--- src/rtl/i2s_tx_mono.sv ---
// I2S master transmitter for a mono Q15 stream: the same sample goes out in both slots,
// with a one-deep holding buffer between the FIR output strobe and the frame load.
module i2s_tx_mono #(
    parameter int BCLK_HALF = 4,
    parameter int DATA_W    = 16,
    parameter int SLOT_BITS = 16
) (
    input  logic                     clk,
    input  logic                     reset_n,
    input  logic signed [DATA_W-1:0] s_in,
    input  logic                     s_in_valid,
    output logic                     bclk,
    output logic                     lrclk,
    output logic                     sdata,
    output logic                     sample_req,
    output logic                     underrun,
    output logic                     overrun
);
    localparam int DIVW = (BCLK_HALF > 1) ? $clog2(BCLK_HALF) : 1;
    localparam int BCW  = $clog2(2 * SLOT_BITS);
    localparam int IW   = (DATA_W > 1) ? $clog2(DATA_W) : 1;

    localparam logic [DIVW-1:0] DIV_MAX  = DIVW'(BCLK_HALF - 1);
    localparam logic [BCW-1:0]  BIT_MAX  = BCW'(2 * SLOT_BITS - 1);
    localparam logic [BCW-1:0]  SLOT_L   = BCW'(SLOT_BITS);
    localparam logic [BCW-1:0]  DW_L     = BCW'(DATA_W);
    localparam bit              PAD_TAIL = (SLOT_BITS != DATA_W);

    logic [DIVW-1:0]          div_cnt;
    logic [BCW-1:0]           bit_cnt;
    logic [BCW-1:0]           bit_nxt;
    logic [BCW-1:0]           slot_pos;
    logic [IW-1:0]            bit_idx;
    logic signed [DATA_W-1:0] frame_q;
    logic signed [DATA_W-1:0] hold;
    logic                     hold_full;
    logic                     div_wrap;
    logic                     fall;
    logic                     load;
    logic                     sdata_nxt;

    // Slot position p is taken from the post-fall bit count, giving the one-BCLK I2S delay;
    // p=0 still carries the previous slot's last bit, read from frame_q before it reloads.
    always_comb begin
        div_wrap = (div_cnt == DIV_MAX);
        fall     = div_wrap && bclk;
        load     = fall && (bit_cnt == BIT_MAX);
        bit_nxt  = (bit_cnt == BIT_MAX) ? '0 : bit_cnt + 1'b1;
        slot_pos = (bit_nxt >= SLOT_L) ? bit_nxt - SLOT_L : bit_nxt;
        bit_idx  = IW'(DW_L - slot_pos);
        if (slot_pos == '0)
            sdata_nxt = PAD_TAIL ? 1'b0 : frame_q[0];
        else if (slot_pos <= DW_L)
            sdata_nxt = frame_q[bit_idx];
        else
            sdata_nxt = 1'b0;
    end

    always_ff @(posedge clk or negedge reset_n) begin
        if (!reset_n) begin
            div_cnt    <= '0;
            bclk       <= 1'b0;
            bit_cnt    <= '0;
            lrclk      <= 1'b0;
            sdata      <= 1'b0;
            sample_req <= 1'b0;
            underrun   <= 1'b0;
            overrun    <= 1'b0;
            frame_q    <= '0;
            hold_full  <= 1'b0;
        end else begin
            div_cnt    <= div_wrap ? '0 : div_cnt + 1'b1;
            sample_req <= load;
            if (div_wrap)
                bclk <= ~bclk;
            if (fall) begin
                bit_cnt <= bit_nxt;
                lrclk   <= (bit_nxt >= SLOT_L);
                sdata   <= sdata_nxt;
            end
            if (load) begin
                if (hold_full) begin
                    frame_q   <= hold;
                    hold_full <= s_in_valid;
                end else if (s_in_valid) begin
                    frame_q <= s_in;
                end else begin
                    underrun <= 1'b1;
                end
            end else if (s_in_valid) begin
                if (hold_full)
                    overrun <= 1'b1;
                hold_full <= 1'b1;
            end
        end
    end

    // Holding data needs no reset: hold_full alone says whether it is meaningful.
    always_ff @(posedge clk) begin
        if (s_in_valid && !(load && !hold_full))
            hold <= s_in;
    end

endmodule
--- config.mk ---
export PLATFORM = sky130hd
export DESIGN_NAME = i2s_tx_mono
export DESIGN_NICKNAME = d
export VERILOG_FILES = /design/src/rtl/i2s_tx_mono.sv
export SDC_FILE = /design/constraint.sdc
export NUM_CORES = 1
export LEC_CHECK = 0
export CAP_MARGIN = 25
export CORE_MARGIN = 2
export CORE_UTILIZATION = 51
export CTS_BUF_LIST = sky130_fd_sc_hd__clkbuf_16
export DETAILED_ROUTE_END_ITERATION = 10
export PLACE_DENSITY = 0.74
export SLEW_MARGIN = 20
export SYNTH_ARGS = -nofsm -noshare
export SYNTH_HDL_FRONTEND = slang
export SYNTH_SLANG_ARGS = --single-unit
export TNS_END_PERCENT = 10
--- constraint.sdc ---
create_clock -name clk -period 3.28 [get_ports clk]
set_input_delay 0.328 -clock clk [delete_from_list [all_inputs] [get_ports clk]]
set_output_delay 0.328 -clock clk [all_outputs]
set_load 0.05 [all_outputs]
-- Word level (Yosys, flattened, before mapping)
Index checks and enable logic that the tools add are counted.
- add/subtract/negate cells: 4
- bitwise gates (word level): 4
- muxes and demuxes: 12
- $lt $le $gt $ge: 3
- equality and inequality tests: 2
- reduce and logical (&&, ||, !) cells: 12
- operators by type and width (kind ; count):
    $mux 16 ; 2
    $mux 5 ; 2
    $mux 1 ; 6
    $reduce_and 3->1 ; 2
    $add 5x1->5 const B ; 1
    $eq 5x5->1 const B ; 1
    $ge 5x5->1 const B ; 1
    $le 5x5->1 const B ; 1
    $logic_not 5->1 ; 1
    $lt 4x5->1 const B ; 1
    $sub 5x5->5 const B ; 1
    $bmux 1 s4 ; 1
    $logic_and 1x1->1 ; 4
    $not 1->1 ; 4
    $reduce_bool 2->1 ; 2
    $sub 1x4->4 const A ; 1
    $add 2x1->2 const B ; 1
    $eq 2x2->1 const B ; 1
    $logic_not 1->1 ; 2
    $mux 2 ; 1
    $reduce_and 2->1 ; 1
- logic and storage cells: 48
- flip-flop bits (word level): 46
- output and inout port bits: 6
- input port bits: 19

-- Logic depth before layout (Yosys ltp)
Gate-level depths: netlist (run 1).
- word-level depth: 9
- depth in mapped cells: 10
- gate-level depth less buffers: 8

-- Worst setup path before layout (run 1)
OpenSTA, ideal clock, no wires.
- path kind: register to register
- start point: reg bit_cnt[0]
- end point: reg sdata
- cell stages (with the launch flop): 11
- library setup time: 0.070 ns
- data arrival time: 2.406 ns
- setup slack: 0.804 ns
- clock period less this slack: 2.476 ns
- required time: 3.210 ns
- path buffers: 2
- path through: dfrtp_1 > ha_1 > buf_6 > and3_1 > ha_1 > buf_4 > mux2i_1 > mux4_2 > a211oi_1 > o21ai_0 > nand3_1
- cells in the longest elaborated chain, start to end: 9
- elaborated cells between the ends (all ways): 13
- classes of those cells: add/sub: 3; order compare: 2; eq/ne: 1; mux: 6; reduce/logical: 1
- RTL lines (what ; line ; RTL):
    start, declared ; 30 ; logic [BCW-1:0] bit_cnt;
    start signal, assigned ; 77 ; bit_cnt <= bit_nxt;
    $add 5x1->5 or $eq 5x5->1 (tied branches) ; 48 ; bit_nxt = (bit_cnt == BIT_MAX) ? '0 : bit_cnt + 1'b1;
    $mux 5 * ; 48 ;
    $sub 5x5->5 or $ge 5x5->1 (tied branches) ; 49 ; slot_pos = (bit_nxt >= SLOT_L) ? bit_nxt - SLOT_L : bit_nxt;
    $mux 5 * ; 49 ;
    $sub 1x4->4 ; 50 ; bit_idx = IW'(DW_L - slot_pos);
    $bmux 1 s4 ; 54 ; sdata_nxt = frame_q[bit_idx];
    $mux 1 (not written as such) ; 54 ;
    $mux 1 ; 53 ; else if (slot_pos <= DW_L)
    $mux 1 * ; 51 ; if (slot_pos == '0)
    end signal, assigned ; 79 ; sdata <= sdata_nxt;
    end, declared ; 14 ; output logic sdata,
Mark *: on every way between the ends. The rest lies on a longest branch, timed or not. The select of a mux whose other input is x is not followed.
A chain may end at the register's enable or synchronous reset.

-- Worst setup path in the final report (run 1)
Same ends and word-level chain as after synthesis.

==> impl_metrics.py, run 1 <==
metrics = {
    "floorplanning": {
        "die_h_um": 67.0,
        "start_util": 0.541,
        "design.portCount": 25,
        "design.die.area_mm2": 0.00449,
        "dieWidth_um": 67.0,
        "floorplan.rows": 22,
        "placeableCoreArea_mm2": 0.00374,
    },
    "global_routing": {
        "number_of_global_route_vias_before_repair": 1243,
        "grt_max_degree": 33,
        "grt_overflow_total": 0,
        "initial_antenna_violation_count": 0,
        "wire_length_of_the_first_global_routing_pass_um": 6000,
        "global_route.usage.total": 0.186,
    },
    "clocking": {
        "ctsLongestPathBuffers": 2,
        "clock_tree.htree_level_count": 2,
        "clkLatencyLatePin_ns": 0.28,
        "cts_setup_buffers": 0,
        "clk_transition_reported_paths_ns": 0.06,
        "hold_buffer_count_at_cts": 0,
        "cts_resized": 0,
        "numClockSinks": 45,
        "tritoncts": "yes",
        "cts_root_buf": "clkbuf_16",
        "cts_buffers": 5,
    },
    "sta": {
        "fin_tns_setup_ns": 0,
        "setup_repair_after_global_routing_missed_its_margin": "false",
        "final_min_period_over_clock_period": 0.860,
        "hold-worst-slack_ns": 0.424,
        "report.final.hold_viol_count": 0,
        "drv_slew": 0,
        "max-slew-margin-rel": 0.356,
        "slew_worst_pin_ns": 0.967,
        "peak_clock_frequency_supported_by_timing_mhz": 354,
        "endpoints_failing_setup": 0,
        "min_period_ns": 2.82,
        "clock_skew_ns": 0.00354,
    },
    "setup_path": {
        "cp_slowest_stage_delay_ns": 0.55,
        "worst-r2r-cell-count": 8,
        "timing.critical_path.from_type": "flop",
        "timing.critical_path.cells": "ha_1, and3_1, ha_1, mux2i_1, mux4_2, a211oi_1, o21ai_0, nand3_1",
        "worstReg2RegEnd": "sdata",
        "timing.critical_path.slowest_stage_cell": "mux4_2",
        "arrival_ns": 3.04,
        "largest_fanout_on_the_critical_path": 11,
        "critical_path.endpoint_type": "flop",
        "path_class": "flop to flop",
        "timing.reg2reg.setup_slack_ns": 0.46,
        "r2r_start": "bit_cnt[0]",
        "crit_path_frequent_cell": "ha_1",
        "worst-endpoint-required_ns": 3.50,
    },
    "pwr": {
        "power_switching_uw": 221,
        "cell_internal_pwr_uw": 898,
        "p_comb_frac": 0.038,
        "worst_ir_drop_vdd_v": 0.000414,
        "sequential_share_of_power": 0.535,
        "switching_share": 0.197,
        "total_chip_power_uw": 1120,
        "clock_network_fraction_of_design_power": 0.427,
        "leakage_uw": 0.00112,
        "cellPowerDensity_mw_per_mm2": 461,
    },
    "cells_and_area": {
        "count_of_inserted_antenna_diode_cells": 0,
        "finalNetCount": 203,
        "mostFrequentLayoutCells": "dfrtp_1 (29), mux2i_1 (24), clkdlybuf4s50_1 (24), nand2_1 (20), o21ai_0 (19)",
        "drive_gt1_frac": 0.104,
        "layout.cells.most_common": "dfrtp_1",
        "area_delta_synth_final_pct": 19.7,
    },
    "logic_synthesis": {
        "syn-instance-count": 157,
        "yosys_register_bits": 45,
        "primary_flip_flop_cell_chosen_by_synthesis_mapping": "dfrtp_1",
        "syn-cell-area_mm2": 0.00203,
        "syn_avg_cell_area_um2": 12.9,
        "yosys_warnings": 0,
        "post_syn_nets": 179,
        "synth_seq_area_share": 0.595,
        "yosys.cell_types.count": 33,
        "synth_enable_flop_cells": 16,
        "synth-async-reset-ratio": 0.644,
    },
    "drt": {
        "routed_antenna_nets": 0,
        "totalWireLength_um": 3380,
        "drcViolationCount": 0,
        "first_pass_iters": 4,
        "avgRoutedWirePerCell_um": 14.7,
        "detailedRoute.firstIterationViolations": 90,
        "drt-vias-per-instance": 5.52,
        "routed-via-count": 1269,
    },
    "placed_design": {
        "post_dp_hpwl_um": 2360,
        "gpl.final_weighted_congestion": 0.845,
        "place.port_buffers": 24,
    },
    "min_path": {
        "min_path_type": "input port to asynchronous set/reset pin",
    },
    "status": {
        "outcome": "finished, final reports clean",
    },
    "run": {
        "max_cap_violations": 0,
    },
}
how the worst max path moves through the flow:
stage / from / to / slack (ns) / depth (start not counted)
6_report: bit_cnt[0] / sdata / 0.46 / 8
5_1_grt: bit_cnt[0] / sdata / 0.26 / 8
4_1_cts: bit_cnt[0] / sdata / 0.48 / 8
3_5_place_dp: bit_cnt[0] / sdata / 0.49 / 8
3_3_place_gp: bit_cnt[0] / sdata / 0.66 / 8
2_1_floorplan: bit_cnt[0] / sdata / 0.80 / 10
routing by layer:
| metal | vias up | global-route usage | part of all wire |
|---|---|---|---|
| met1 | 607 | 0.238 | 0.45 |
| li1 | 618 | - | - |
| met5 | - | 0 | 0 |
| met2 | 36 | 0.285 | 0.48 |
| met3 | 8 | 0.0591 | 0.045 |
| met4 | 0 | 0.0893 | 0.024 |
state kept, by name (all words and copies together) (netlist names):
signal	count
lrclk	1
hold	16
sample_req	1
underrun	1
div_cnt	2
frame_q	16
bclk	1
bit_cnt	4
overrun	1
sdata	1
hold_full	1
synthesized netlist by cell type (2+ instances only):
cell type / instances / area (um^2)
mux4_2: 2 / 45.0
dfrtp_1: 29 / 726
xnor2_1: 2 / 17.5
clkbuf_1: 5 / 18.8
edfxtp_1: 16 / 480
ha_1: 3 / 37.5
mux2_2: 2 / 22.5
buf_6: 3 / 33.8
o21a_1: 2 / 15.0
nand2_1: 20 / 75.1
mux2i_1: 24 / 240
o21ai_0: 20 / 100
nand3_1: 3 / 15.0
nor2_1: 5 / 18.8
inv_1: 2 / 7.51
a21o_2: 2 / 17.5
power by group through the flow:
| stage | clock (uW) | sequential [uW] | combinational, uW |
|---|---|---|---|
| 4_1_cts | 489 | 599 | 43.7 |
| 3_3_place_gp | 0 | 609 | 41.9 |
| 3_5_place_dp | 0 | 609 | 43.6 |
| 5_1_grt | 506 | 600 | 48.1 |
| 2_1_floorplan | 0 | 608 | 8.43 |
| 6_report | 478 | 599 | 42.4 |
logic make-up after synthesis:
family | after synthesis | synth area share
AO/OA/AOI/OAI | 30 | 0.0889
XOR/XNOR | 3 | 0.0130
adder cells (fa/ha/maj) | 4 | 0.0235
buffers and inverters | 11 | 0.0333
flip-flops | 45 | 0.595
multiplexers | 29 | 0.165
AND/OR/NAND/NOR | 35 | 0.0815
worst max-delay path, delay by kind of cell (launching register included):
kind            cells  cell delay, ns
mux                 2            0.92
simple gates        2            0.28
compound gates      2            0.34
fa+ha+maj           2            0.75
flops               1            0.47
per-stage QoR:
step	cell area (um^2)	worst slack, ns	util	std cells
after CTS	2430	0.485	0.648	230
final	2430	0.458	0.648	230
after floorplan	2030	0.804	-	157
after global placement	2280	0.658	0.610	222
after detailed placement	2280	0.493	0.610	222
after global routing	2430	0.256	0.648	230
layout make-up:
type	instances	area [um^2]
inverter	2	7.51
clock buffer	5	125
multi-input combinational	101	753
clock inverter	3	18.8
tap	48	60.1
sequential	45	1210
fill	299	1320
timing repair buffer	26	255
(Power assumes the default switching activity.)
==> inputs of run 2 (changes only) <==
--- a/config.mk
+++ b/config.mk
@@ -7,10 +7,10 @@
 export LEC_CHECK = 0
 export CAP_MARGIN = 25
 export CORE_MARGIN = 2
-export CORE_UTILIZATION = 51
+export CORE_UTILIZATION = 49
 export CTS_BUF_LIST = sky130_fd_sc_hd__clkbuf_16
 export DETAILED_ROUTE_END_ITERATION = 10
-export PLACE_DENSITY = 0.74
+export PLACE_DENSITY = 0.72
 export SLEW_MARGIN = 20
 export SYNTH_ARGS = -nofsm -noshare
 export SYNTH_HDL_FRONTEND = slang
==> impl_metrics.py, run 2 (synthesis gave the netlist of run 1 again) <==
metrics = {
    "floorplanning": {
        "placeableCoreArea_mm2": 0.00400,
        "design.portCount": 25,
        "die_h_um": 68.3,
        "start_util": 0.507,
        "dieWidth_um": 68.3,
        "design.die.area_mm2": 0.00467,
        "floorplan.rows": 23,
    },
    "clocking": {
        "clock_tree.htree_level_count": 2,
        "ctsLongestPathBuffers": 2,
        "clk_transition_reported_paths_ns": 0.06,
        "clkLatencyLatePin_ns": 0.28,
        "cts_root_buf": "clkbuf_16",
        "tritoncts": "yes",
        "cts_buffers": 5,
        "cts_resized": 0,
        "cts_setup_buffers": 0,
        "numClockSinks": 45,
        "hold_buffer_count_at_cts": 0,
    },
    "global_routing": {
        "number_of_global_route_vias_before_repair": 1276,
        "global_route.usage.total": 0.179,
        "grt_max_degree": 33,
        "grt_overflow_total": 0,
        "initial_antenna_violation_count": 0,
        "wire_length_of_the_first_global_routing_pass_um": 5900,
    },
    "cells_and_area": {
        "drive_gt1_frac": 0.104,
        "mostFrequentLayoutCells": "dfrtp_1 (29), mux2i_1 (24), clkdlybuf4s50_1 (24), nand2_1 (20), o21ai_0 (19)",
        "register_area_mm2": 0.00121,
        "nFillCells": 310,
        "final_cell_count_no_fill": 232,
        "layout.cells.most_common": "dfrtp_1",
        "count_of_inserted_antenna_diode_cells": 0,
        "postLayoutCoreUtil": 0.613,
        "layout_top_registers": "frame_q: 16 flops, hold: 16 flops, bit_cnt: 4 flops",
        "finalNetCount": 203,
        "area_delta_synth_final_pct": 20.9,
        "multi_input_comb_area_um2": 753,
    },
    "setup_path": {
        "r2r_start": "bit_cnt[0]",
        "arrival_ns": 2.93,
        "timing.critical_path.max_delay_family": "multiplexers",
        "largest_fanout_on_the_critical_path": 11,
        "worst_setup_path_startpoint": "bit_cnt[0]",
        "crit_path_frequent_cell": "ha_1",
        "worstReg2RegEnd": "sdata",
        "timing.critical_path.from_type": "flop",
        "worst-endpoint-required_ns": 3.50,
        "timing.critical_path.cells": "ha_1, and3_1, ha_1, mux2i_1, mux4_2, a211oi_1, o21ai_0, nand3_1",
        "worst_setup_path_endpoint": "sdata",
        "worstPathBufferInverterCount": 0,
        "timing.reg2reg.setup_slack_ns": 0.56,
        "path_class": "flop to flop",
        "cp_slowest_stage_delay_ns": 0.54,
        "critical_path.endpoint_type": "flop",
        "path_depth": 8,
        "timing.critical_path.slowest_stage_cell": "mux4_2",
        "worst-r2r-cell-count": 8,
    },
    "sta": {
        "endpoints_failing_setup": 0,
        "fin_worst_setup_slack_ns": 0.562,
        "hold-worst-slack_ns": 0.428,
        "slew_worst_pin_ns": 0.999,
        "fin_tns_setup_ns": 0,
        "setup_repair_after_global_routing_missed_its_margin": "false",
        "final_min_period_over_clock_period": 0.829,
        "report.final.hold_viol_count": 0,
        "min_period_ns": 2.72,
        "drv_slew": 0,
        "clock_skew_ns": 0.00469,
        "peak_clock_frequency_supported_by_timing_mhz": 368,
        "max-slew-margin-rel": 0.334,
    },
    "drt": {
        "first_pass_iters": 4,
        "totalWireLength_um": 3270,
        "drcViolationCount": 0,
        "avgRoutedWirePerCell_um": 14.1,
        "routed_antenna_nets": 0,
        "drt-vias-per-instance": 5.34,
        "routed-via-count": 1238,
        "detailedRoute.firstIterationViolations": 48,
    },
    "run": {
        "max_cap_violations": 0,
    },
    "pwr": {
        "worst_ir_drop_vdd_v": 0.000318,
        "leakage_uw": 0.00113,
        "cellPowerDensity_mw_per_mm2": 485,
    },
    "status": {
        "outcome": "finished, final reports clean",
    },
    "placed_design": {
        "gpl.final_weighted_congestion": 0.849,
        "post-place-ws_ns": 0.525,
        "place.port_buffers": 24,
        "post-place-cells": 224,
        "post_dp_hpwl_um": 2360,
    },
    "min_path": {
        "min_path_type": "input port to asynchronous set/reset pin",
    },
}
-- run 2: layer usage --
layer	global-route usage	part of all wire	wire (um)	vias to the layer above
met4	0.0775	0.011	36	0
met3	0.0609	0.042	137	5
li1	-	-	-	629
met1	0.213	0.44	1430	583
met5	0	0	0	-
met2	0.294	0.51	1680	21
-- run 2: area by class of cell --
cell class                 instances  area share
sequential                        45       0.492
multi-input combinational        101       0.307
timing repair buffer              26       0.104
clock buffer                       5      0.0510
tap                               50      0.0255
clock inverter                     3      0.0168
inverter                           2     0.00306
-- run 2: how the worst min path moves through the flow --
stage                       endpoint  slack (ns)  cells past startpoint
after detailed placement  div_cnt[0]        0.43                      1
final                     div_cnt[1]        0.43                      2
after floorplan                 bclk        0.03                      0
after CTS                 frame_q[5]        0.44                      2
after global placement    div_cnt[0]        0.41                      1
after global routing      div_cnt[0]        0.46                      1
-- run 2: stage by stage --
step / power, uW / area (um^2)
finish: 1190 / 2450
CTS: 1210 / 2450
global route: 1230 / 2450
floorplan: 617 / 2030
detailed placement: 653 / 2280
global placement: 651 / 2280
-- run 2: power by group --
group | internal, uW | switching [uW]
Combinational | 23.8 | 18.2
Sequential | 596 | 2.58
Clock | 356 | 193
Total | 975 | 213
-- run 2: worst reg2reg max path, cell delays in order, from the launching register on --
cell and delay (ns):
dfrtp_1 0.45, ha_1 0.34, and3_1 0.20, ha_1 0.36, mux2i_1 0.38, mux4_2 0.54
a211oi_1 0.20, o21ai_0 0.11, nand3_1 0.08
